==> config.mk <==
export PLATFORM = sky130hd
export DESIGN_NAME = ccd_frame_capture
export DESIGN_NICKNAME = d
export VERILOG_FILES = /design/src/rtl/ccd_capture_pkg.sv /design/src/rtl/ccd_coord_counter.sv /design/src/rtl/ccd_frame_capture.sv
export SDC_FILE = /design/constraint.sdc
export NUM_CORES = 1
export LEC_CHECK = 0
export ABC_AREA = 1
export BUFFER_PORTS_ARGS = -buffer_cell sky130_fd_sc_hd__buf_2
export CORE_MARGIN = 5
export CORE_UTILIZATION = 40
export CTS_BUF_LIST = sky130_fd_sc_hd__clkbuf_2
export CTS_CLUSTER_DIAMETER = 100
export CTS_CLUSTER_SIZE = 30
export DETAILED_ROUTE_END_ITERATION = 7
export GPL_ROUTABILITY_DRIVEN = 0
export SYNTH_ARGS = -nofsm -noshare
export SYNTH_HDL_FRONTEND = slang
export SYNTH_SLANG_ARGS = --single-unit
==> constraint.sdc <==
create_clock -name iCLK -period 5.1 [get_ports iCLK]
set_input_delay 0.765 -clock iCLK [delete_from_list [all_inputs] [get_ports iCLK]]
set_output_delay 0.765 -clock iCLK [all_outputs]
set_load 0.01 [all_outputs]
==> src/rtl/ccd_capture_pkg.sv <==
// Shared types and defaults for the CCD frame capture front end.
// Test-pattern pixel levels are used when CCD_CAPTURE_TEST_PATTERN_EN is defined.
package ccd_capture_pkg;

    localparam int DEF_DATA_W       = 12;
    localparam int DEF_COORD_W      = 11;
    localparam int DEF_COLUMN_WIDTH = 1280;
    localparam int DEF_FRAME_CNT_W  = 32;

    typedef enum logic [1:0] {
        IDLE    = 2'd0,
        ARMED   = 2'd1,
        CAPTURE = 2'd2
    } cap_state_t;

    localparam logic [11:0] TP_DARK   = 12'd100;
    localparam logic [11:0] TP_BRIGHT = 12'd500;

    function automatic logic [11:0] tp_pixel(input logic dark_row);
        return dark_row ? TP_DARK : TP_BRIGHT;
    endfunction

endpackage

==> src/rtl/ccd_coord_counter.sv <==
// Column/row counter for captured pixels: wraps X at the line width,
// closes short lines on LVAL fall and clears both axes at end of frame.
module ccd_coord_counter
    import ccd_capture_pkg::*;
#(
    parameter int COORD_W      = DEF_COORD_W,
    parameter int COLUMN_WIDTH = DEF_COLUMN_WIDTH
) (
    input  logic               clk,
    input  logic               rst,
    input  logic               pix_valid,
    input  logic               line_end,
    input  logic               frame_clear,
    output logic [COORD_W-1:0] x_cnt,
    output logic [COORD_W-1:0] y_cnt
);

    localparam logic [COORD_W-1:0] X_LAST = COORD_W'(COLUMN_WIDTH - 1);
    localparam logic [COORD_W-1:0] ONE    = COORD_W'(1);

    logic [COORD_W-1:0] x_q, x_d, y_q, y_d;

    // Next column/row; x_q always holds the column the next valid pixel will get.
    always_comb begin
        x_d = x_q;
        y_d = y_q;
        if (frame_clear) begin
            x_d = '0;
            y_d = '0;
        end else if (pix_valid) begin
            if (x_q == X_LAST) begin
                x_d = '0;
                y_d = y_q + ONE;
            end else begin
                x_d = x_q + ONE;
                y_d = y_q;
            end
        end else if (line_end && (x_q != '0)) begin
            x_d = '0;
            y_d = y_q + ONE;
        end else begin
            x_d = x_q;
            y_d = y_q;
        end
    end

    // Coordinate registers.
    always_ff @(posedge clk or posedge rst) begin
        if (rst) begin
            x_q <= '0;
            y_q <= '0;
        end else begin
            x_q <= x_d;
            y_q <= y_d;
        end
    end

    assign x_cnt = x_q;
    assign y_cnt = y_q;

endmodule

==> src/rtl/ccd_frame_capture.sv <==
// Capture stage between the D5M sensor interface and image_processing_module:
// passes only whole frames between start/end commands. Option: CCD_CAPTURE_TEST_PATTERN_EN.
module ccd_frame_capture
    import ccd_capture_pkg::*;
#(
    parameter int DATA_W       = DEF_DATA_W,
    parameter int COORD_W      = DEF_COORD_W,
    parameter int COLUMN_WIDTH = DEF_COLUMN_WIDTH,
    parameter int FRAME_CNT_W  = DEF_FRAME_CNT_W
) (
    input  logic                   iCLK,
    input  logic                   iRST,
    input  logic [DATA_W-1:0]      iDATA,
    input  logic                   iFVAL,
    input  logic                   iLVAL,
    input  logic                   iSTART,
    input  logic                   iEND,
    output logic [DATA_W-1:0]      oDATA,
    output logic                   oDVAL,
    output logic [COORD_W-1:0]     oX_Cont,
    output logic [COORD_W-1:0]     oY_Cont,
    output logic [FRAME_CNT_W-1:0] oFrame_Cont,
    output logic                   oBusy
);

    cap_state_t state_q, state_d;
    logic stop_q, stop_d, stop_set;
    logic fval1_q, lval1_q, fval2_q, lval2_q;
    logic fval_rise, fval_fall, lval_fall;
    logic pix_valid, line_end, frame_end;
    logic [COORD_W-1:0] x_cnt, y_cnt;
    logic dval_q, dval_d, busy_q, busy_d;
    logic [DATA_W-1:0] data_q, data_d;
    logic [COORD_W-1:0] x_q, x_d, y_q, y_d;
    logic [FRAME_CNT_W-1:0] frame_cnt_q, frame_cnt_d;
`ifndef CCD_CAPTURE_TEST_PATTERN_EN
    logic [DATA_W-1:0] data1_q;

    // Stage-1 pixel register.
    always_ff @(posedge iCLK or posedge iRST) begin
        if (iRST) begin
            data1_q <= '0;
        end else begin
            data1_q <= iDATA;
        end
    end
`endif

    // Stage-1 strobes plus one extra tap for edge detection.
    always_ff @(posedge iCLK or posedge iRST) begin
        if (iRST) begin
            fval1_q <= 1'b0;
            lval1_q <= 1'b0;
            fval2_q <= 1'b0;
            lval2_q <= 1'b0;
        end else begin
            fval1_q <= iFVAL;
            lval1_q <= iLVAL;
            fval2_q <= fval1_q;
            lval2_q <= lval1_q;
        end
    end

    // Edges of the stage-1 strobes.
    always_comb begin
        fval_rise = fval1_q & ~fval2_q;
        fval_fall = ~fval1_q & fval2_q;
        lval_fall = ~lval1_q & lval2_q;
    end

    // Capture FSM; iEND always beats iSTART, and a stop request only lives outside IDLE.
    always_comb begin
        state_d  = state_q;
        stop_set = stop_q;
        case (state_q)
            IDLE: begin
                if (iEND) state_d = IDLE;
                else if (iSTART) state_d = ARMED;
                else state_d = IDLE;
            end
            ARMED: begin
                if (iEND) state_d = IDLE;
                else if (fval_rise) state_d = CAPTURE;
                else state_d = ARMED;
            end
            CAPTURE: begin
                stop_set = stop_q | iEND;
                if (fval_fall) state_d = stop_set ? IDLE : ARMED;
                else state_d = CAPTURE;
            end
            default: state_d = IDLE;
        endcase
        stop_d    = (state_d == IDLE) ? 1'b0 : stop_set;
        // Entering CAPTURE on the rise cycle lets a line that starts with the frame keep pixel 0.
        pix_valid = (state_d == CAPTURE) & fval1_q & lval1_q;
        line_end  = (state_q == CAPTURE) & lval_fall;
        frame_end = (state_q == CAPTURE) & fval_fall;
    end

    // FSM state and stop request.
    always_ff @(posedge iCLK or posedge iRST) begin
        if (iRST) begin
            state_q <= IDLE;
            stop_q  <= 1'b0;
        end else begin
            state_q <= state_d;
            stop_q  <= stop_d;
        end
    end

    ccd_coord_counter #(
        .COORD_W      (COORD_W),
        .COLUMN_WIDTH (COLUMN_WIDTH)
    ) u_coord (
        .clk         (iCLK),
        .rst         (iRST),
        .pix_valid   (pix_valid),
        .line_end    (line_end),
        .frame_clear (frame_end),
        .x_cnt       (x_cnt),
        .y_cnt       (y_cnt)
    );

    // Stage-2 output values; data and coordinates hold while no pixel is valid.
    always_comb begin
        dval_d = pix_valid;
        busy_d = (state_d != IDLE);
        data_d = data_q;
        x_d    = x_q;
        y_d    = y_q;
        if (pix_valid) begin
`ifdef CCD_CAPTURE_TEST_PATTERN_EN
            data_d = DATA_W'(tp_pixel(y_cnt < COORD_W'(4)));
`else
            data_d = data1_q;
`endif
            x_d = x_cnt;
            y_d = y_cnt;
        end else begin
            data_d = data_q;
            x_d    = x_q;
            y_d    = y_q;
        end
        if (frame_end) frame_cnt_d = frame_cnt_q + FRAME_CNT_W'(1);
        else frame_cnt_d = frame_cnt_q;
    end

    // Stage-2 output registers.
    always_ff @(posedge iCLK or posedge iRST) begin
        if (iRST) begin
            dval_q      <= 1'b0;
            busy_q      <= 1'b0;
            data_q      <= '0;
            x_q         <= '0;
            y_q         <= '0;
            frame_cnt_q <= '0;
        end else begin
            dval_q      <= dval_d;
            busy_q      <= busy_d;
            data_q      <= data_d;
            x_q         <= x_d;
            y_q         <= y_d;
            frame_cnt_q <= frame_cnt_d;
        end
    end

    assign oDATA       = data_q;
    assign oDVAL       = dval_q;
    assign oX_Cont     = x_q;
    assign oY_Cont     = y_q;
    assign oFrame_Cont = frame_cnt_q;
    assign oBusy       = busy_q;

endmodule

# After elaboration in Yosys (flattened, before gate mapping)
# Index checks and enable logic that the tools add are counted.
# totals
regBits	109
inputBits	18
output_inout_bits	68
wordCells	59
# op_classes
n_eq_ne	5
mux	17
n_reduce_logical	8
n_bitwise	11
n_addsub	3
# ops
cell	count
two-way mux 11 bit	8
adder 32 x 1 -> 32 bit, second input constant	1
adder 11 x 1 -> 11 bit, second input constant	2
equality test 11 bit, second input constant	1
nonzero test 11 bit	1
bitwise AND 1 bit	7
two-way mux 2 bit	3
case mux 2 bit (3 select lines)	1
two-way mux 1 bit	5
equality test 2 bit, second input constant	2
logical NOT 2 bit	2
nonzero test 2 bit	2
!= test 3 x 2 -> 1 bit, second input constant	1
inverter 1 bit	3
nonzero test 3 bit	1
equality test 2 x 1 -> 1 bit, second input constant	1
AND reduction 2 bit	1
logical AND 1 bit	1
OR 1 bit	1

# Longest topological paths before layout
# Gate-level depths: netlist of run 1.
# depth
ltp_word	10
mapped_depth	11
mapped_depth_nobuf	10

# By module
# A second synthesis of run 1 with hierarchy kept.
# unflattened
hier_cells	663
area_unflattened_um2	5367.6
# modules_own_cells
mod	n_inst	seq_area_each_um2	area_each_um2	cells_per_inst
ccd_frame_capture	1	2177.1	3806.2	439
ccd_coord_counter	1	550.5	1561.5	224

# Worst setup path before layout of run 1
# OpenSTA, ideal clock, no wires.
# synth_timing
kind	input to register
startpoint	input port iEND
endpoint	register y_q[2] (netlist: oY_Cont[2])
required_time_ns	4.983
stages	8
slack_ns	3.500
arrival_time_ns	1.483
n_path_buf	2
setup_ns	0.117
path_cell_list	nor2_1 nand3_1 nand2_2 nand2_4 buf_6 buf_4 nand2_1 nand2_1
# synth_between
elab_cells_between_ends	9
classes_between	eq/ne: 1; mux: 5; bitwise: 3
# synth_rtl
element	line_no	text
start, declared	ccd_frame_capture.sv:17	input logic iEND,
two-way mux 2 bit	ccd_frame_capture.sv:82	if (iEND) state_d = IDLE;
case mux 2 bit (3 select lines)	ccd_frame_capture.sv:75	case (state_q)
named net state_d[1]	ccd_frame_capture.sv:26	cap_state_t state_q, state_d;
equality test 2 bit	ccd_frame_capture.sv:95	pix_valid = (state_d == CAPTURE) & fval1_q & lval1_q;
bitwise AND 1 bit (2 in series)	ccd_frame_capture.sv:95	
end signal, assigned	ccd_frame_capture.sv:162	y_q <= y_d;
end, declared	ccd_frame_capture.sv:34	logic [COORD_W-1:0] x_q, x_d, y_q, y_d;
# The timed path passes the listed nets, and every way through them passes these cells.
# A chain may end at the register's enable or synchronous reset.

# Worst setup path in the final report of run 1
# layout_timing
startpoint	register fval1_q
endpoint	register u_coord.y_q[2] (netlist: u_coord.y_cnt[2])
# layout_between
elab_chain_len	9
elab_cells_between_ends	16
classes_between	eq/ne: 2; mux: 6; bitwise: 6; reduce/logical: 2
# layout_rtl
element	line_no	text
start, declared	ccd_frame_capture.sv:28	logic fval1_q, lval1_q, fval2_q, lval2_q;
start signal, assigned	ccd_frame_capture.sv:57	fval1_q <= iFVAL;
bitwise AND 1 bit or inverter 1 bit (tied branches)	ccd_frame_capture.sv:66, ccd_frame_capture.sv:67	
two-way mux 2 bit or bitwise AND 1 bit (tied branches)	ccd_frame_capture.sv:83, ccd_frame_capture.sv:67	
two-way mux 2 bit, on equally long branches	ccd_frame_capture.sv:82, ccd_frame_capture.sv:88	
case mux 2 bit (3 select lines) (*)	ccd_frame_capture.sv:75	
named net state_d[1]	ccd_frame_capture.sv:26	
equality test 2 bit (*)	ccd_frame_capture.sv:95	
bitwise AND 1 bit (*) (2 in series)	ccd_frame_capture.sv:95	
!= test 3 x 2 -> 1 bit (no line), or another cell as far along	--	
AND reduction 2 bit (no line) or two-way mux 11 bit (tied branches)	--	
end signal, assigned	ccd_coord_counter.sv:54	y_q <= y_d;
end, declared	ccd_coord_counter.sv:21	logic [COORD_W-1:0] x_q, x_d, y_q, y_d;
# Mark *: on every way through the listed nets, which the timed path passes. The rest lies on a longest branch.

==> summary.txt, run 1 <==
outcome - finished, final reports clean
Gate power share - 0.167
count of port buffers added during placement - 85
FP Rows - 42
hpwl dp - 8.79 mm
share of cells above drive strength 1 - 0.178
worst hold path startpoint - iFVAL
Crit Path Category - reg -> reg
RSZ-0062 raised after global routing - no
max_cap viols - 0
register bit total from synthesis - 109
global route overflow - 0
largest net degree at the start of global routing - 67
syn nets - 687
Leakage Power - 0.00309 uW
root buffer cell - clkbuf_2
FF-to-FF Start - fval1_q$_DFF_PP0_
drt first pass iters - 6
Clock Latency Late Sink - 0.63 ns
Fill cells - 1322
initial core utilization - 0.406
register share of total power - 0.572
number of buffers created by CTS - 9
count of cell types in the netlist - 32
Layout area overhead - 12.8%
WL per Instance - 13.1 um
GRT Total Usage - 0.161
DRC Markers - 0
sequential fraction of the synthesis area - 0.509
clock share of power - 0.261
die area - 0.0158 mm2
fmax - 404 MHz
first-pass GRT wire length - 21.2 mm
largest area contributor in the netlist - dfrtp_1
final core utilization - 0.458
power density over the cells - 301 mW/mm2
cts hold-fix bufs - 0
Yosys top cell area share - 0.509
initial antenna violation count - 1
critical path's largest stage delay - 0.56 ns
Fin. Hold Viols - 0
CTS resizes - 0
Worst setup EP type - register
CP max stage cell - nand3_2
multi-input logic area - 0.00232 mm2
Rel. slew slack - 0.451
Syn Std Cell Area - 0.00536 mm2
Slew Limit Fails - 0
Pint - 1250 uW
crit path from - fval1_q$_DFF_PP0_
critical path launch point type - register
critical-path cell list - inv_1 > nand2_1 > nand2_1 > nand2_2 > nand2_4 > nand3_2 > nand2_2 > nand2_1 > nand2_1
FF-to-FF path depth - 9
1st-iter DRT viols - 277
total net switching power - 569 uW
Vias per Instance - 4.77
HP Class - in -> reg
clock skew - 0.0454 ns
die width - 126 um
ranking of synthesized cells by area - dfrtp_1 51%, nand2_1 18%, nor2_1 5.5%, inv_1 3.2%, nand3_1 2.7%
clock sinks - 109
via count - 4429
Avg Synthesized Cell Area - 8.06 um2
CTS tree - built
worst-margin pin slew - 0.823 ns
Max Buffers Root-to-Sink - 2
core area - 0.0132 mm2
storage element area - 0.00273 mm2
post-CTS setup buffers - 0
vias in the first global route - 4433
hold path cells - 1
WL final - 12.1 mm
CP arrival - 3.05 ns
Ports - 86
Peak VDD IR - 183 uV
final layout net count - 768
synth warn - 0
Total Neg Setup Slack - 0 ns
switching part of the total - 0.313
Mapped Cells - 665
H-tree Lvls - 3
Period minus WS final - 2.47 ns
cell mode on critical path - nand2_1
Reg clk slew, reported paths - 0.32 ns
Critical Path RT - 5.68 ns
final setup fails - 0
Die Y-Extent - 126 um
Tcrit/Tclk final - 0.485
Crit Path Max Fanout - 59
antenna-violating nets left - 0
sequential cells by signal (all words and copies together), names as in the netlist, 2 cells and up:
register and cells:
data1_q 12, oDATA 12, oFrame_Cont 32, oX_Cont 11, oY_Cont 11, state_q 2
u_coord.x_cnt 11, u_coord.y_cnt 11
logic make-up after synthesis:
| kind of cell | after synthesis | synth area share |
|---|---|---|
| XOR/XNOR | 20 | 0.0327 |
| adder cells (fa/ha/maj) | 4 | 0.00934 |
| AO/OA/AOI/OAI | 42 | 0.0437 |
| flip-flops | 109 | 0.509 |
| buffers and inverters | 64 | 0.0574 |
| AND/OR/NAND/NOR | 426 | 0.348 |
synth_stat cells:
master,number
xnor2_1,10
nor3_2,1
o21ai_1,19
dfrtp_1,109
nand3b_1,14
nand4_4,1
o21bai_2,1
clkinv_4,1
nor2_1,79
xor2_1,10
nor3_4,1
nand2_1,264
nand2_4,2
nand4_1,12
nand3_1,29
buf_4,3
o21a_1,1
o21ai_0,15
nand3_2,2
nor3_1,2
a21oi_1,4
ha_1,4
buf_6,6
inv_1,45
nand2_2,8
o22ai_2,2
nor2_2,4
buf_2,5
inv_2,2
nor3b_1,1
clkbuf_1,2
nor2_4,6
power by group through the flow:
stage	clock, uW	sequential (uW)	combinational, uW
global route	536	1060	348
floorplan	0	1070	164
CTS	496	1040	313
finish	474	1040	304
detailed placement	0	1050	311
global placement	0	1050	308
cell type report:
cell class              instances  share of cell area
flip-flops and latches        109               0.452
repair buffers                 86              0.0717
multi-input cells             492               0.384
inverters                      48              0.0311
diodes                          1            0.000414
well taps                     176              0.0365
clock inverters                 7              0.0170
clock buffers                   9             0.00746
metrics by stage:
stage	power, uW	std cells	setup WS (ns)	area [um2]	hold WS (ns)
global placement	1360	911	2.40	5890	0.405
CTS	1850	927	2.63	6040	0.148
floorplan	1230	665	1.46	5360	0.375
detailed placement	1370	911	2.39	5890	0.406
global route	1940	928	2.36	6040	0.112
finish	1820	928	2.63	6040	0.203
placed cells by master, fill, tap and decap left out, types with 2 or more instances in the layout:
cell and count:
nand2_1 264, dfrtp_1 109, buf_2 85, nor2_1 79, inv_1 44, nand3_1 29
o21ai_1 19, o21ai_0 15, nand3b_1 14, nand4_1 12, xor2_1 10, xnor2_1 10
clkbuf_2 9, nand2_2 8, nor2_4 6, nor2_2 4, a21oi_1 4, ha_1 4
inv_6 3, inv_2 2, nand2_4 2, nand3_2 2, clkinv_4 2, nor3_1 2
o22ai_2 2, bufinv_16 2
worst max-delay path: cells and delay by family, from the launching register on:
family / cells / cell delay [ns]
and+or+nand+nor: 8 / 1.82
DFF: 1 / 0.49
buffers and inverters: 1 / 0.08
path summary, 6_finish.rpt:
path | slack, ns | end
min | 0.20 | fval1_q$_DFF_PP0_
min reg2reg | 0.41 | lval2_q$_DFF_PP0_
max | 2.63 | u_coord.y_cnt[2]$_DFFE_PP0P_
max in group asynchronous | 3.76 | oX_Cont[10]$_DFFE_PP0N_
max reg2reg | 2.63 | u_coord.y_cnt[2]$_DFFE_PP0P_
min in group asynchronous | 0.24 | u_coord.x_cnt[10]$_DFFE_PP0P_
per-layer routing:
metal / track usage / wire length (um) / vias to the layer above
li1: - / - / 2248
met1: 0.204 / 5610 / 2075
met2: 0.272 / 5840 / 89
met3: 0.0271 / 449 / 17
met4: 0.0726 / 233 / 0
met5: 0 / 0 / -
(Power assumes the default switching activity.)
==> run 2, diff against run 1 <==
==> constraint.sdc (replaced) <==
create_clock -name iCLK -period 2.5 [get_ports iCLK]
set_input_delay 0.375 -clock iCLK [delete_from_list [all_inputs] [get_ports iCLK]]
set_output_delay 0.375 -clock iCLK [all_outputs]
set_load 0.01 [all_outputs]
==> run 2 against run 1 <==
  * Global-route usage is 0.29 points higher
  * Cell count grew 2.2%
  * Setup slack got worse by 2.1 ns
  * Wire length up 2.6%
  * Fmax rose by 26%
  * Sequential cell count did not move
  * Largest cell class unchanged
  * Combinational power is 110% higher
  * Final area increased by 4.2%
  * Non-clock buffer count increased by 20
  * Clock-buffer cell count grew 1
  * Hold slack got worse by 0.049 ns
  * First-iteration DRC count is 17% lower
==> summary.txt, run 2 (same netlist as run 1, synthesis figures left out) <==
post-CTS setup buffers - 0 (unchanged)
critical path's largest stage delay - 0.48 ns (was 0.56 ns)
max_cap viols - 0 (unchanged)
number of flip-flops in the largest register - 32 (unchanged)
vias in the first global route - 4576 (was 4433)
Leakage Power - 0.00320 uW (was 0.00309 uW)
drt first pass iters - 4 (was 6)
Max Buffers Root-to-Sink - 2 (unchanged)
Reg clk slew, reported paths - 0.30 ns (was 0.32 ns)
core area - 0.0132 mm2 (unchanged)
Ports - 86 (unchanged)
met3 WL - 593 um (was 449 um)
largest net degree at the start of global routing - 42 (was 67)
outcome - finished, final reports clean (unchanged)
Critical Path RT - 3.02 ns (was 5.68 ns)
Vias per Instance - 4.79 (was 4.77)
root buffer cell - clkbuf_2 (unchanged)
global route overflow - 0 (unchanged)
first-pass GRT wire length - 21.4 mm (was 21.2 mm)
die width - 126 um (unchanged)
CP max stage cell - dfrtp_1 (was nand3_2)
crit-path leading delay family - simple AND/OR/NAND/NOR gates (unchanged)
clock sinks - 109 (unchanged)
Max Used Layer - met4 (unchanged)
pre-CTS WS - 0.608 ns (was 2.39 ns)
final setup fails - 0 (unchanged)
GRT Total Usage - 0.164 (was 0.161)
WL final - 12.5 mm (was 12.1 mm)
initial antenna violation count - 1 (unchanged)
RSZ-0062 raised after global routing - no (unchanged)
die area - 0.0158 mm2 (unchanged)
H-tree Lvls - 3 (unchanged)
WL per Instance - 13.1 um (about the same)
DRC Markers - 0 (unchanged)
Period minus WS final - 1.96 ns (was 2.47 ns)
fmax - 510 MHz (was 404 MHz)
antenna-violating nets left - 0 (unchanged)
Crit Path Max Fanout - 25 (was 59)
number of buffers created by CTS - 9 (unchanged)
share of cells above drive strength 1 - 0.178 (about the same)
critical path launch point type - register (unchanged)
count of port buffers added during placement - 85 (unchanged)
Tcrit/Tclk final - 0.784 (was 0.485)
FP Rows - 42 (unchanged)
critical-path cell list - inv_1 > nand2_1 > nand2_1 > nand2_2 > nand2_4 > clkinv_4 > nand2_4 > nand2_2 > nand2_1 > nand2_1 (was inv_1 > nand2_1 > nand2_1 > nand2_2 > nand2_4 > nand3_2 > nand2_2 > nand2_1 > nand2_1)
Die Y-Extent - 126 um (unchanged)
HP Class - in -> reg (unchanged)
most frequent cells in the layout - 264 x nand2_1, 109 x dfrtp_1, 85 x buf_2 (unchanged)
Clock Latency Late Sink - 0.61 ns (was 0.63 ns)
Worst setup EP type - register (unchanged)
clock skew - 0.0356 ns (was 0.0454 ns)
CP arrival - 2.48 ns (was 3.05 ns)
Peak VDD IR - 345 uV (was 183 uV)
cell mode on critical path - nand2_1 (unchanged)
Met1 Routed Length - 5.55 mm (was 5.61 mm)
1st-iter DRT viols - 229 (was 277)
Total Neg Setup Slack - 0 ns (unchanged)
DR WL met2 - 6.10 mm (was 5.84 mm)
Crit Path Category - reg -> reg (unchanged)
worst-margin pin slew - 0.765 ns (was 0.823 ns)
number of buffers and inverters on the critical path - 2 (was 1)
Rel. slew slack - 0.489 (was 0.451)
CTS tree - built (unchanged)
Setup WS post-layout - 0.541 ns (was 2.63 ns)
final layout net count - 788 (was 768)
Layout area overhead - 17.4% (was 12.8%)
via count - 4545 (was 4429)
power density over the cells - 616 mW/mm2 (was 301 mW/mm2)
initial core utilization - 0.406 (unchanged)
Fin. Hold Viols - 0 (unchanged)
hpwl dp - 9.07 mm (was 8.79 mm)
commonest non-fill, non-tap cell in the layout - nand2_1 (unchanged)
Slew Limit Fails - 0 (unchanged)
run 2: cell types whose count changed in the layout (fill, tap and decap cells not counted), sizes merged:
cell,delta
clkbuf,+1
dlygate4sd3,+16
buf,+4
bufinv,+2
inv,-3
run 2: area by class of cell:
cell class                      count  area [um2]
Antenna cell                        1        2.50
Clock buffer                       10        50.0
Tap cell                          176         220
Clock inverter                      6         133
Fill cell                        1325        6900
Sequential cell                   109        2730
Multi-Input combinational cell    492        2320
Inverter                           48         189
Timing Repair Buffer              106         648
run 2: power by group:
part	internal [uW]	switching (uW)
Combinational	268	381
Clock	534	578
Sequential	1960	158
run 2: worst min-delay path, stage by stage:
cell and delay (ns):
buf_2 0.08, o21ai_0 0.06, a21oi_1 0.11, o21a_1 0.14
run 2: path summary, 6_finish.rpt:
check	slack (ns)	from	to	cells after the start
hold / removal	0.15	iSTART	state_q[0]$_DFF_PP0_	4
setup reg to reg	0.54	fval1_q$_DFF_PP0_	u_coord.y_cnt[7]$_DFFE_PP0P_	10
hold reg to reg	0.45	lval1_q$_DFF_PP0_	lval2_q$_DFF_PP0_	0
max in group asynchronous	1.44	iRST	data1_q[5]$_DFF_PP0_	4
setup / recovery	0.54	fval1_q$_DFF_PP0_	u_coord.y_cnt[7]$_DFFE_PP0P_	10
min in group asynchronous	0.38	iRST	state_q[0]$_DFF_PP0_	3
run 2: per-layer routing:
| metal | up-vias | track usage |
|---|---|---|
| li1 | 2289 | - |
| met1 | 2124 | 0.208 |
| met2 | 116 | 0.273 |
| met3 | 16 | 0.0339 |
| met4 | 0 | 0.0732 |
| met5 | - | 0 |
run 2: stage by stage:
| stage | total power, uW | instance area [um2] | utilization | cells | hold WS, ns |
|---|---|---|---|---|---|
| finish | 3880 | 6290 | 0.477 | 948 | 0.154 |
| global route | 4120 | 6290 | 0.477 | 948 | 0.122 |
| CTS | 3940 | 6290 | 0.477 | 947 | 0.0947 |
| detailed placement | 2790 | 5950 | 0.451 | 915 | 0.404 |
| global placement | 2770 | 5950 | 0.451 | 915 | 0.394 |
| floorplan | 2520 | 5360 | - | 665 | 0.375 |
run 2: what timing repair did:
item,4_1_cts,5_1_grt
endpoints found under the hold margin,47,0
hold buffers,16,0
setup endpoints to repair,0,0
gates resized for setup,0,0
==> run 3, diff against run 2 <==
==> constraint.sdc (replaced) <==
create_clock -name iCLK -period 1.65 [get_ports iCLK]
set_input_delay 0.2475 -clock iCLK [delete_from_list [all_inputs] [get_ports iCLK]]
set_output_delay 0.2475 -clock iCLK [all_outputs]
set_load 0.01 [all_outputs]
==> run 3 against run 2 <==
  * The flow now finishes with violations (setup timing)
  * Critical path type unchanged
  * Final area is 7.1% higher
  * Highest routed layer unchanged
  * Die area stayed put
  * Global-route usage is 0.21 points higher
  * Hold slack better by 0.054 ns
  * Clock skew hardly changed
==> summary.txt, run 3 (same netlist as run 1, synthesis figures left out) <==
violated checks - setup timing
Total Power - 5920 uW (was 3880 uW)
FF-to-FF path depth - 10 (unchanged)
Period minus WS final - 1.66 ns (was 1.96 ns)
WL final - 13.1 mm (was 12.5 mm)
Clock Latency Late Sink - 0.64 ns (was 0.61 ns)
Crit Path Category - reg -> reg (unchanged)
Reg clk slew, reported paths - 0.31 ns (was 0.30 ns)
CTS tree - built (unchanged)
hold path cells - 2 (was 4)
GRT Total Usage - 0.166 (was 0.164)
Tcrit/Tclk final - 1.00 (was 0.784)
final core utilization - 0.511 (was 0.477)
FP Rows - 42 (unchanged)
Die Y-Extent - 126 um (unchanged)
clock skew - 0.0361 ns (was 0.0356 ns)
Ports - 86 (unchanged)
Layout area overhead - 25.8% (was 17.4%)
share of cells above drive strength 1 - 0.249 (was 0.178)
initial antenna violation count - 1 (unchanged)
fmax - 603 MHz (was 510 MHz)
H-tree Lvls - 3 (unchanged)
Slew Limit Fails - 0 (unchanged)
Vias per Instance - 4.72 (was 4.79)
die area - 0.0158 mm2 (unchanged)
global route overflow - 0 (unchanged)
Fin. Hold Viols - 0 (unchanged)
Critical Path RT - 2.21 ns (was 3.02 ns)
first-pass GRT wire length - 21.7 mm (was 21.4 mm)
WL per Instance - 13.4 um (was 13.1 um)
1st-iter DRT viols - 215 (was 229)
count of port buffers added during placement - 85 (unchanged)
root buffer cell - clkbuf_2 (unchanged)
antenna-violating nets left - 0 (unchanged)
final layout net count - 819 (was 788)
most frequent cells in the layout - 263 x nand2_1, 102 x dfrtp_1, 84 x buf_2 (was 264 x nand2_1, 109 x dfrtp_1, 85 x buf_2)
DRC Markers - 0 (unchanged)
RSZ-0062 raised after global routing - yes (was no)
max_cap viols - 0 (unchanged)
number of flip-flops in the largest register - 32 (unchanged)
drt first pass iters - 4 (unchanged)
clock sinks - 109 (unchanged)
Peak VDD IR - 520 uV (was 345 uV)
Rel. slew slack - 0.617 (was 0.489)
largest net degree at the start of global routing - 110 (was 42)
critical path launch point type - register (unchanged)
Min Hold Slack - 0.209 ns (was 0.154 ns)
vias in the first global route - 4512 (was 4576)
outcome - finished with violations (was finished, final reports clean)
commonest non-fill, non-tap cell in the layout - nand2_1 (unchanged)
hpwl dp - 9.12 mm (was 9.07 mm)
worst-margin pin slew - 0.574 ns (was 0.765 ns)
placed cells - 927 (was 915)
core area - 0.0132 mm2 (unchanged)
via count - 4622 (was 4545)
final setup fails - 1 (was 0)
HP Class - in -> reg (unchanged)
die width - 126 um (unchanged)
CP arrival - 2.22 ns (was 2.48 ns)
post-route insts no fill - 979 (was 948)
initial core utilization - 0.406 (unchanged)
Leakage Power - 0.00335 uW (was 0.00320 uW)
Crit Path Max Fanout - 5 (was 25)
power density over the cells - 878 mW/mm2 (was 616 mW/mm2)
Worst setup EP type - register (unchanged)
Setup WS post-layout - -0.00774 ns (was 0.541 ns)
number of buffers created by CTS - 9 (unchanged)
Max Buffers Root-to-Sink - 2 (unchanged)
## run 3: changes by cell type in the layout (fill, tap and decap cells not counted), sizes merged
cell,delta
buf,+29
bufinv,-2
clkinv,-1
clkinvlp,+4
dlygate4sd3,+1
## run 3: what timing repair did
item,CTS,global route
setup endpoints to repair,10,34
endpoints found under the hold margin,126,0
buffers inserted,1,17
gates resized for setup,0,53
hold buffers,17,0
gates cloned,0,1
pin swaps,0,21
## run 3: area by class of cell
class	instances	area, um2
fillers	1246	6450
repair buffers	137	940
diodes	1	2.50
multi-input cells	492	2500
clock buffers	9	45.0
well taps	176	220
inverters	48	196
clock inverters	7	98.8
flip-flops and latches	109	2740
## run 3: final timing paths
| kind | endpoint | slack (ns) | from |
|---|---|---|---|
| max in group asynchronous | oFrame_Cont[1]$_DFFE_PP0P_ | 0.93 | iRST |
| worst max-delay path | u_coord.y_cnt[10]$_DFFE_PP0P_ | -0.008 | u_coord.x_cnt[1]$_DFFE_PP0P_ |
| worst min-delay path | data1_q[7]$_DFF_PP0_ | 0.21 | iDATA[7] |
| worst min register to register | fval2_q$_DFF_PP0_ | 0.46 | fval1_q$_DFF_PP0_ |
| worst max register to register | u_coord.y_cnt[10]$_DFFE_PP0P_ | -0.008 | u_coord.x_cnt[1]$_DFFE_PP0P_ |
| min in group asynchronous | u_coord.x_cnt[1]$_DFFE_PP0P_ | 0.28 | iRST |
## run 3: per-stage QoR
| stage | TNS (ns) | instance area (um2) | setup slack, ns |
|---|---|---|---|
| 2_1_floorplan | 0 | 5360 | 0.0870 |
| 3_3_place_gp | 0 | 6050 | 0.0833 |
| 3_5_place_dp | 0 | 6050 | 0.0506 |
| 4_1_cts | -0.00236 | 6360 | -0.00236 |
| 5_1_grt | -1.30 | 6740 | -0.110 |
| 6_report | -0.00774 | 6740 | -0.00774 |
## run 3: metal layers
layer  track usage  part of all wire
met1         0.221              0.46
met2         0.270              0.49
met3        0.0275             0.035
met4        0.0719             0.018
met5             0                 0
## run 3: report_power, final
group / total, uW / switching, uW / internal [uW] / leakage [uW]
Sequential: 3200 / 229 / 2970 / 0.00144
Clock: 1440 / 938 / 502 / 0.0000708
Combinational: 1280 / 714 / 562 / 0.00184
## run 3: critical path, cell delays in order (launching register included)
cell and delay [ns]:
dfrtp_1 0.47, inv_2 0.10, ha_4 0.13, inv_2 0.03, nor2_2 0.11, nand2_2 0.08, o21bai_4 0.16, nand3_4 0.18
clkbuf_16 0.21, nand3_2 0.06, nand2_1 0.05
